--- src/rtl/tach_pkg.sv ---
`default_nettype none
// ============================================================================
// Module      : tach_pkg
// Description : Width helpers and RPM scaling shared by the tachometer blocks.
// Revision    : 1.0 - initial release
// ============================================================================
package tach_pkg;

    // Bits needed to hold every value in 0..max_val.
    function automatic int cnt_width(input int max_val);
        return (max_val < 2) ? 1 : $clog2(max_val + 1);
    endfunction

    function automatic int timer_width(input int window_cycles);
        return cnt_width(window_cycles - 1);
    endfunction

    // Full-width (count*mult)>>shift; the caller saturates to its output width.
    function automatic logic [63:0] rpm_scale(
        input logic [31:0] count,
        input logic [31:0] mult,
        input logic [5:0]  shift
    );
        logic [63:0] prod;
        prod = {32'd0, count} * {32'd0, mult};
        return prod >> shift;
    endfunction

endpackage
`default_nettype wire

--- src/rtl/tach_channel.sv ---
`default_nettype none
// ============================================================================
// Module      : tach_channel
// Description : One tachometer input: synchroniser, glitch filter, rising-edge
//               counter and zero-window (stall) counter.
// Revision    : 1.0 - initial release
// ============================================================================
module tach_channel
    import tach_pkg::*;
#(
    parameter int CNT_W         = 16,
    parameter int FILTER_CYCLES = 4,
    parameter int STALL_WINDOWS = 3
) (
    input  logic             clk,
    input  logic             rst,
    input  logic             enable,
    input  logic             terminal,
    input  logic             pulse,
    output logic [CNT_W-1:0] count,
    output logic             count_sat,
    output logic             stalled
);

    localparam int FILT_W = cnt_width(FILTER_CYCLES);
    localparam int ZW_W   = cnt_width(STALL_WINDOWS);
    localparam logic [CNT_W-1:0]  CNT_MAX   = '1;
    localparam logic [ZW_W-1:0]   ZW_MAX    = '1;
    localparam logic [FILT_W-1:0] FILT_LAST = FILT_W'(FILTER_CYCLES - 1);

    logic              r_sync1;
    logic              r_sync2;
    logic              r_level;
    logic [FILT_W-1:0] r_filt_cnt;
    logic [CNT_W-1:0]  r_count;
    logic [ZW_W-1:0]   r_zero_windows;

    logic w_differ;
    logic w_accept;
    logic w_rise;

    // The level flips on the FILTER_CYCLES-th consecutive differing clock, and
    // the edge is counted in that same clock.
    assign w_differ = (r_sync2 != r_level);
    assign w_accept = w_differ && (r_filt_cnt == FILT_LAST);
    assign w_rise   = w_accept && r_sync2;

    always_ff @(posedge clk or posedge rst) begin
        if (rst) begin
            r_sync1    <= 1'b0;
            r_sync2    <= 1'b0;
            r_level    <= 1'b0;
            r_filt_cnt <= '0;
        end else begin
            r_sync1 <= pulse;
            r_sync2 <= r_sync1;
            if (!w_differ) begin
                r_filt_cnt <= '0;
            end else if (w_accept) begin
                r_level    <= r_sync2;
                r_filt_cnt <= '0;
            end else begin
                r_filt_cnt <= r_filt_cnt + FILT_W'(1);
            end
        end
    end

    always_ff @(posedge clk or posedge rst) begin
        if (rst) begin
            r_count        <= '0;
            r_zero_windows <= '0;
        end else if (!enable) begin
            r_count <= '0;
        end else if (terminal) begin
            // An edge on the terminal cycle opens the next window's count.
            r_count <= CNT_W'(w_rise);
            if (r_count == '0) begin
                if (r_zero_windows != ZW_MAX) begin
                    r_zero_windows <= r_zero_windows + ZW_W'(1);
                end
            end else begin
                r_zero_windows <= '0;
            end
        end else if (w_rise && (r_count != CNT_MAX)) begin
            r_count <= r_count + CNT_W'(1);
        end
    end

    assign count     = r_count;
    assign count_sat = (r_count == CNT_MAX);
    assign stalled   = (r_zero_windows >= ZW_W'(STALL_WINDOWS));

endmodule
`default_nettype wire

--- src/rtl/multi_tachometer_interface.sv ---
`default_nettype none
// ============================================================================
// Module      : multi_tachometer_interface
// Description : Gated-window RPM measurement over N_CH tachometer inputs with
//               a shared window timer and latched per-channel results.
// Revision    : 1.0 - initial release
// ============================================================================
module multi_tachometer_interface
    import tach_pkg::*;
#(
    parameter int N_CH          = 2,
    parameter int WINDOW_CYCLES = 12_500_000,
    parameter int CNT_W         = 16,
    parameter int RPM_W         = 21,
    parameter int RPM_MULT      = 30,
    parameter int RPM_SHIFT     = 0,
    parameter int FILTER_CYCLES = 4,
    parameter int STALL_WINDOWS = 3
) (
    input  logic                    clk_in,
    input  logic                    reset_in,
    input  logic                    enable_in,
    input  logic [N_CH-1:0]         tachometer_pulse_in,
    output logic [N_CH*RPM_W-1:0]   actual_rpm_out,
    output logic                    rpm_valid_out,
    output logic [N_CH-1:0]         stalled_out,
    output logic [N_CH-1:0]         overflow_out
);

    localparam int TMR_W = timer_width(WINDOW_CYCLES);
    localparam logic [TMR_W-1:0] TMR_LAST = TMR_W'(WINDOW_CYCLES - 1);
    localparam logic [63:0]      RPM_MAX  = (64'd1 << RPM_W) - 64'd1;

    logic [TMR_W-1:0] r_timer;
    logic             r_valid;
    logic [RPM_W-1:0] r_rpm [N_CH];
    logic [N_CH-1:0]  r_ovf;

    logic             w_terminal;
    logic [CNT_W-1:0] w_count     [N_CH];
    logic [N_CH-1:0]  w_count_sat;
    logic [63:0]      w_rpm_full  [N_CH];
    logic [N_CH-1:0]  w_rpm_sat;
    logic [RPM_W-1:0] w_rpm_next  [N_CH];

    assign w_terminal = enable_in && (r_timer == TMR_LAST);

    generate
        for (genvar i = 0; i < N_CH; i++) begin : g_channel
            tach_channel #(
                .CNT_W         (CNT_W),
                .FILTER_CYCLES (FILTER_CYCLES),
                .STALL_WINDOWS (STALL_WINDOWS)
            ) u_channel (
                .clk       (clk_in),
                .rst       (reset_in),
                .enable    (enable_in),
                .terminal  (w_terminal),
                .pulse     (tachometer_pulse_in[i]),
                .count     (w_count[i]),
                .count_sat (w_count_sat[i]),
                .stalled   (stalled_out[i])
            );

            assign w_rpm_full[i] = rpm_scale(32'(w_count[i]), 32'(RPM_MULT), 6'(RPM_SHIFT));
            assign w_rpm_sat[i]  = (w_rpm_full[i] > RPM_MAX);
            assign w_rpm_next[i] = w_rpm_sat[i] ? RPM_MAX[RPM_W-1:0] : w_rpm_full[i][RPM_W-1:0];
            assign actual_rpm_out[i*RPM_W +: RPM_W] = r_rpm[i];
        end
    endgenerate

    always_ff @(posedge clk_in or posedge reset_in) begin
        if (reset_in) begin
            r_timer <= '0;
            r_valid <= 1'b0;
            r_ovf   <= '0;
            for (int i = 0; i < N_CH; i++) begin
                r_rpm[i] <= '0;
            end
        end else begin
            r_valid <= w_terminal;
            if (!enable_in || w_terminal) begin
                r_timer <= '0;
            end else begin
                r_timer <= r_timer + TMR_W'(1);
            end
            if (w_terminal) begin
                for (int i = 0; i < N_CH; i++) begin
                    r_rpm[i] <= w_rpm_next[i];
                    r_ovf[i] <= w_count_sat[i] || w_rpm_sat[i];
                end
            end
        end
    end

    assign rpm_valid_out = r_valid;
    assign overflow_out  = r_ovf;

endmodule
`default_nettype wire

--- config.mk ---
export PLATFORM = sky130hd
export DESIGN_NAME = multi_tachometer_interface
export DESIGN_NICKNAME = d
export VERILOG_FILES = /design/src/rtl/tach_pkg.sv /design/src/rtl/tach_channel.sv /design/src/rtl/multi_tachometer_interface.sv
export SDC_FILE = /design/constraint.sdc
export NUM_CORES = 1
export LEC_CHECK = 0
export BUFFER_PORTS_ARGS = -buffer_cell sky130_fd_sc_hd__buf_4
export CAP_MARGIN = 25
export CELL_PAD_IN_SITES_DETAIL_PLACEMENT = 0
export CELL_PAD_IN_SITES_GLOBAL_PLACEMENT = 1
export CORE_MARGIN = 2
export CORE_UTILIZATION = 53
export CTS_CLUSTER_SIZE = 40
export DETAILED_ROUTE_END_ITERATION = 12
export PLACE_DENSITY_LB_ADDON = 0.1
export SLEW_MARGIN = 20
export SYNTH_ARGS = -nofsm -noshare
export SYNTH_HDL_FRONTEND = slang
export SYNTH_SLANG_ARGS = --single-unit
--- constraint.sdc ---
create_clock -name clk_in -period 6.3 [get_ports clk_in]
set_clock_uncertainty 0.05 [all_clocks]
set_input_delay 0.945 -clock clk_in [delete_from_list [all_inputs] [get_ports clk_in]]
set_output_delay 0.945 -clock clk_in [all_outputs]
set_load 0.005 [all_outputs]
==> impl_metrics.ini, run 1 <==
[yosys]
ys_seq_elements = 115
synth_cell_types = 46
synth_area_mm2 = 0.008518
synth-async-reset-ratio_pct = 100.0
synth_edf_count = 0
yosysMostFrequentCell = dfrtp_1
yosysTopAreaCellShare_pct = 33.78
syn_area_per_cell_um2 = 9.691
netlist_instances = 879
synth.area.top_cells = dfrtp_1 (34%), ha_1 (14%), fa_1 (13%)
synth_seq_area_share_pct = 33.78
ys_warn_count = 0
yosysTopAreaCell = dfrtp_1
synthTopCellsByCount = dfrtp_1 (115), inv_1 (98), ha_1 (94), nand2_1 (93), nor2_1 (79)
synth-main-ff-cell = dfrtp_1

[setup_path]
critPathBufInv = 2
critPathKind = flop to flop
path_delay_family = compound AO/OA/AOI/OAI gates
rrSetupSlack_ns = 2.58
path_max_fanout = 5
slowest_stage = fa_1
regToRegEndpoint = actual_rpm_out[40]$_DFFE_PP0P_
path_cells = inv_1 > fa_1 > fa_1 > inv_1 > ha_1 > o211ai_1 > o21ai_0 > o21ai_0 > a21boi_0 > a221oi_1 > xor2_1 > o21ai_0
crit_path_frequent_cell = o21ai_0
max_stage_delay_ns = 0.51
crit_arrival_ns = 4.00
start_kind = flop
worstSetupEndpointType = flop
worstPathRequired_ns = 6.57
reg2reg_from = g_channel[1].u_channel.count[6]$_DFFE_PP0P_
ff2ff_path_depth = 12

[drt]
ant_nets = 0
drt_pass1_iterations = 5
route.detailed.drc = 0
post_drt_via_cell_ratio = 5.220
routed_wl_um = 17220
vias = 6040
wire_per_inst_um = 14.88
drt_iter0_markers = 321

[power]
p_leak_uw = 0.004946
combPwrFrac_pct = 4.7
switching_share_pct = 23.74
internal_power_uw = 1390
peakVddDrop_mv = 0.1799
clockPowerShare_pct = 52.8
pwr-share-seq_pct = 42.5
fin_total_pwr_uw = 1823
switchingPower_uw = 432.7
p_per_area_mw_per_mm2 = 188.7

[die]
io_pins = 52
core_area_mm2 = 0.01577
start_util_pct = 54.01
die-height_um = 130.8
die_x_um = 130.8
die_area_mm2 = 0.01710
rows = 46

[clock_network]
clkTransAtPathRegs_ns = 0.06
cts-htree-levels = 4
cts_inserted_buffers = 17
postCtsResizedCells = 0
clock_sinks = 115
cts_buffer_depth = 2
holdBufCountCts = 0
cts_root_buffer = clkbuf_16
post_cts_buffers = 0
clk_latency_ns = 0.42
tritoncts = done

[sta]
finalMaxSlewViolations = 0
finalSetupViolations = 0
rsz0062_at_grt = false
holdWs_ns = 0.2981
fmax_mhz = 268.5
post-route-min-period_ns = 3.724
period_share_pct = 59.11
worst_pin_slew_ns = 0.7380
slew_headroom_pct = 50.63
setup_tns_ns = 0
hold_violations = 0
worst_slack_ns = 2.576

[layout]
nNetsFinal = 1084
drive_above_1_share_pct = 10.31
n_antenna_cell = 0
area_growth_pct = 13.43
final_util_pct = 61.27

[place]
gp_congestion = 0.8677
dp_hpwl_um = 12960
numPortBuffers = 49
pre_cts_ws_ns = 2.593

[hold_path]
holdCritStartpoint = g_channel[1].u_channel.r_sync1$_DFF_PP0_
min_to = g_channel[1].u_channel.r_sync2$_DFF_PP0_
hold_depth = 0
hold_class = flop to flop

[grt]
grt.overflow.total = 0
grt_max_degree = 78
grt_pass1_wl_um = 29500
grt_pass1_vias = 6100
antenna_found_initial = 0
grt_usage_pct = 22.27

[run]
maxCapViolCount = 0

[run_status]
run_status = finished clean
## per-stage QoR
stage / area [um2] / std cells
6_report: 9662 / 1157
5_1_grt: 9662 / 1157
4_1_cts: 9658 / 1157
3_5_place_dp: 9067 / 1125
3_3_place_gp: 9067 / 1125
2_1_floorplan: 8522 / 880
## cell usage in the layout, fill, tap and decap left out, types with 3 or more instances in the layout
| cell | synthesis | final |
|---|---|---|
| nor3b_1 | 5 | 5 |
| nor3_1 | 9 | 9 |
| clkbuf_16 | 0 | 17 |
| mux2_2 | 6 | 6 |
| a21oi_1 | 29 | 29 |
| clkinv_2 | 0 | 3 |
| dfrtp_1 | 115 | 115 |
| clkinv_4 | 0 | 3 |
| fa_1 | 57 | 57 |
| buf_4 | 5 | 51 |
| nand2b_1 | 5 | 5 |
| ha_1 | 94 | 94 |
| o211ai_1 | 4 | 4 |
| a21o_1 | 18 | 18 |
| xnor2_1 | 50 | 50 |
| xor2_1 | 35 | 35 |
| nand4_1 | 17 | 17 |
| inv_6 | 0 | 4 |
| nand3_1 | 32 | 32 |
| a31oi_1 | 8 | 8 |
| nand2_1 | 93 | 93 |
| o21ai_0 | 47 | 47 |
| inv_1 | 98 | 97 |
| nor2b_1 | 5 | 5 |
| a211oi_1 | 5 | 5 |
| and2_1 | 3 | 3 |
| nor2_1 | 79 | 79 |
| and4_1 | 7 | 7 |
| and3_1 | 12 | 12 |
## cell type report
cell class | count | area [um2]
Multi-Input combinational cell | 644 | 5159
Timing Repair Buffer | 52 | 394.1
Inverter | 98 | 370.4
Tap cell | 216 | 270.3
Sequential cell | 115 | 2878
Clock buffer | 18 | 439.2
Fill cell | 1395 | 6108
Clock inverter | 14 | 151.4
## worst register-to-register path: cells and delay by family, from the launching register on
family	cells	cell delay, ns
fa+ha+maj	3	1.36
compound gates	6	1.37
buf+inv	2	0.28
flops	1	0.42
xor+xnor	1	0.16
## state kept, by name (all words and copies together), names as in the netlist
register and cells:
g_channel.u_channel.r_zero_windows 4, rpm_valid_out 1, g_channel.u_channel.r_filt_cnt 6, g_channel.u_channel.r_level 2, r_timer 24, g_channel.u_channel.r_sync1 2
overflow_out 2, g_channel.u_channel.count 32, g_channel.u_channel.r_sync2 2, actual_rpm_out 40
## cell families after synthesis
kind of cell | after synthesis | share of synthesized area [%]
AO/OA/AOI/OAI | 122 | 8.417
XOR/XNOR | 85 | 8.740
adder cells (fa/ha/maj) | 151 | 27.20
AND/OR/NAND/NOR | 278 | 15.32
flip-flops | 115 | 33.78
other | 1 | 0.04402
multiplexers | 6 | 0.7931
buffers and inverters | 121 | 5.699
## routing by layer
metal  vias to the layer above  track usage, %  wire, um
met5                         -               0         0
met4                         0           7.322       275
met3                        25           3.705       541
met2                       111           35.69      8151
met1                      2929           31.11      8248
li1                       2975               -         -
## worst max-delay path by stage
| stage | start | end | slack [ns] | cells after the start |
|---|---|---|---|---|
| after global routing | g_channel[1].u_channel.count[5]$_DFFE_PP0P_ | actual_rpm_out[40]$_DFFE_PP0P_ | 2.27 | 12 |
| after global placement | g_channel[1].u_channel.count[5]$_DFFE_PP0P_ | actual_rpm_out[40]$_DFFE_PP0P_ | 2.64 | 12 |
| after CTS | g_channel[1].u_channel.count[6]$_DFFE_PP0P_ | actual_rpm_out[40]$_DFFE_PP0P_ | 2.57 | 12 |
| final | g_channel[1].u_channel.count[6]$_DFFE_PP0P_ | actual_rpm_out[40]$_DFFE_PP0P_ | 2.58 | 12 |
| after detailed placement | g_channel[1].u_channel.count[6]$_DFFE_PP0P_ | actual_rpm_out[40]$_DFFE_PP0P_ | 2.59 | 12 |
| after floorplan | reset_in | actual_rpm_out[10]$_DFFE_PP0P_ | 2.26 | 1 |
## power groups by stage
stage	clock, uW	combinational [uW]	sequential (uW)
CTS	980	87.9	774
global placement	0	83.6	785
floorplan	0	67.2	784
global route	1020	98.6	776
detailed placement	0	88.0	787
finish	963	85.8	774
Power figures use the tool's default switching activity.
==> inputs of run 2 (changes only) <==
Settings changed: ABC_AREA from default to 1, CORE_UTILIZATION 53 to 47.
Clock period 6.3 ns to 3.6 ns, I/O delays scaled along.
==> run 2 against run 1 <==
Via count is 26% higher. Sequential share of layout area is 3.1 points lower. Clock-buffer cell count is 1 lower. Global-route usage hardly changed. Clock power is 84% higher. Critical endpoint is now actual_rpm_out[18]$_DFFE_PP0P_.
==> impl_metrics.ini, run 2 <==
[drt]
ant_nets = 0
vias = 7630
routed_wl_um = 22400
route.detailed.drc = 0
post_drt_via_cell_ratio = 4.869
wire_per_inst_um = 14.29
drt_iter0_markers = 320
drt_pass1_iterations = 5

[sta]
rsz0062_at_grt = false
finalSetupViolations = 0
slew_headroom_pct = 46.73
post-route-min-period_ns = 3.201
worst_slack_ns = 0.3988
finalMaxSlewViolations = 0
period_share_pct = 88.92
setup_tns_ns = 0
worst_pin_slew_ns = 0.7974
hold_violations = 0
fmax_mhz = 312.4

[grt]
grt.overflow.total = 0
grt_pass1_wl_um = 38130
antenna_found_initial = 0
grt_max_degree = 83
grt_usage_pct = 22.30
grt_pass1_vias = 7823

[clock_network]
tritoncts = done
holdBufCountCts = 0
cts_buffer_depth = 2
cts_inserted_buffers = 17
clk_latency_ns = 0.43
post_cts_buffers = 0
clkTransAtPathRegs_ns = 0.06
clock_sinks = 115
cts-htree-levels = 4
cts_root_buffer = clkbuf_16
postCtsResizedCells = 0

[power]
peakVddDrop_mv = 0.3307
p_per_area_mw_per_mm2 = 304.9
p_leak_uw = 0.005858

[run]
maxCapViolCount = 0

[setup_path]
path_max_fanout = 7
worstPathRequired_ns = 3.86
ff2ff_path_depth = 15
critPathKind = flop to flop
crit_arrival_ns = 3.46
start_kind = flop
worstSetupEndpointType = flop

[yosys]
muxShareOfSynthArea_pct = 0
yosysTopAreaCellShare_pct = 30.09
synth-xor-area-share_pct = 3.846
synthTopCellsByCount = nand2_1 (334), inv_1 (205), dfrtp_1 (115), nor2_1 (100), ha_1 (94)
synthAdderAreaFrac_pct = 24.22
synth_cell_types = 35
synth-compound-area-share_pct = 5.546
yosysMostFrequentCell = nand2_1
ys_seq_elements = 115
netlist_instances = 1231
synthSimpleGateAreaFrac_pct = 26.46
ys_warn_count = 0
synth_top_family_by_area = simple AND/OR/NAND/NOR gates
synth_edf_count = 0
synth-main-ff-cell = dfrtp_1
synth-async-reset-ratio_pct = 100.0
synth_seq_area_share_pct = 30.09
syn_area_per_cell_um2 = 7.770
synth_area_mm2 = 0.009565
yosysTopAreaCell = dfrtp_1
synth.area.top_cells = dfrtp_1 (30%), nand2_1 (13%), ha_1 (12%)

[place]
numPortBuffers = 49
gp_congestion = 0.8733
placed_cells = 1535
dp_hpwl_um = 17000
pre_cts_ws_ns = 0.3945

[layout]
largest_reg_flops = 40
drive_above_1_share_pct = 8.404
nNetsFinal = 1440
layout_commonest_cell = nand2_1
fin_cells = 1567
area_growth_pct = 12.64
n_antenna_cell = 0
layout_common_cells = nand2_1 (334), inv_1 (204), dfrtp_1 (115)

[die]
rows = 52
die-height_um = 146.7
start_util_pct = 47.58
core_area_mm2 = 0.02010
die_x_um = 146.7
io_pins = 52
die_area_mm2 = 0.02151

[run_status]
run_status = finished clean

[hold_path]
hold_class = primary input to flop
hold_depth = 1
run 2: through the flow:
step / total power, uW / hold slack [ns] / instance area, um2 / utilization [%]
final: 3285 / 0.1708 / 10770 / 53.59
after global routing: 3401 / 0.1578 / 10770 / 53.59
after CTS: 3327 / 0.1558 / 10770 / 53.59
after detailed placement: 1549 / 0.2862 / 10180 / 50.62
after global placement: 1545 / 0.2837 / 10180 / 50.62
after floorplan: 1502 / 0.2812 / 9573 / -
run 2: routing by layer:
metal	wire, um	vias up	global-route usage, %
li1	-	3932	-
met1	10420	3559	28.61
met2	10960	110	38.54
met3	483	29	3.000
met4	530	0	8.204
met5	0	-	0
run 2: path summary, 6_finish.rpt:
kind,from,endpoint,slack (ns)
max,g_channel[0].u_channel.count[0]$_DFFE_PP0P_,actual_rpm_out[18]$_DFFE_PP0P_,0.40
min,tachometer_pulse_in[0],g_channel[0].u_channel.r_sync1$_DFF_PP0_,0.17
max in group asynchronous,reset_in,actual_rpm_out[7]$_DFFE_PP0P_,2.38
min in group asynchronous,reset_in,g_channel[1].u_channel.r_sync2$_DFF_PP0_,0.20
max reg2reg,g_channel[0].u_channel.count[0]$_DFFE_PP0P_,actual_rpm_out[18]$_DFFE_PP0P_,0.40
min reg2reg,g_channel[0].u_channel.r_sync1$_DFF_PP0_,g_channel[0].u_channel.r_sync2$_DFF_PP0_,0.30
run 2: final cells by class:
type,instances,area [um2]
Clock inverter,15,172.7
Clock buffer,17,425.4
Fill cell,1969,9330
Sequential cell,115,2878
Inverter,209,788.3
Timing Repair Buffer,54,417.9
Tap cell,270,337.8
Multi-Input combinational cell,887,5754
run 2: cell families (layout without fill, tap and decap cells):
family / after synthesis / after routing
simple gates: 589 / 589
buf+inv: 230 / 295
fa+ha+maj: 151 / 151
flops: 115 / 115
compound gates: 103 / 103
xor+xnor: 42 / 42
other cells: 1 / 2
run 2: power by group:
group          total (uW)  internal [uW]  switching (uW)
registers            1350           1330            22.5
logic                 169           49.8             119
clock network        1770           1040             725
total                3290           2420             867
run 2: worst max-delay path, cell delays in order, from the launching register on:
cell	delay, ns
dfrtp_1	0.47
fa_1	0.54
xnor2_1	0.20
inv_1	0.06
ha_1	0.18
or2_2	0.29
ha_1	0.34
nand2_1	0.09
o21ai_0	0.29
nand2_1	0.09
nand2_1	0.15
nand2_1	0.09
nand2_1	0.06
nand2_1	0.04
nand3_1	0.08
nand2_1	0.06
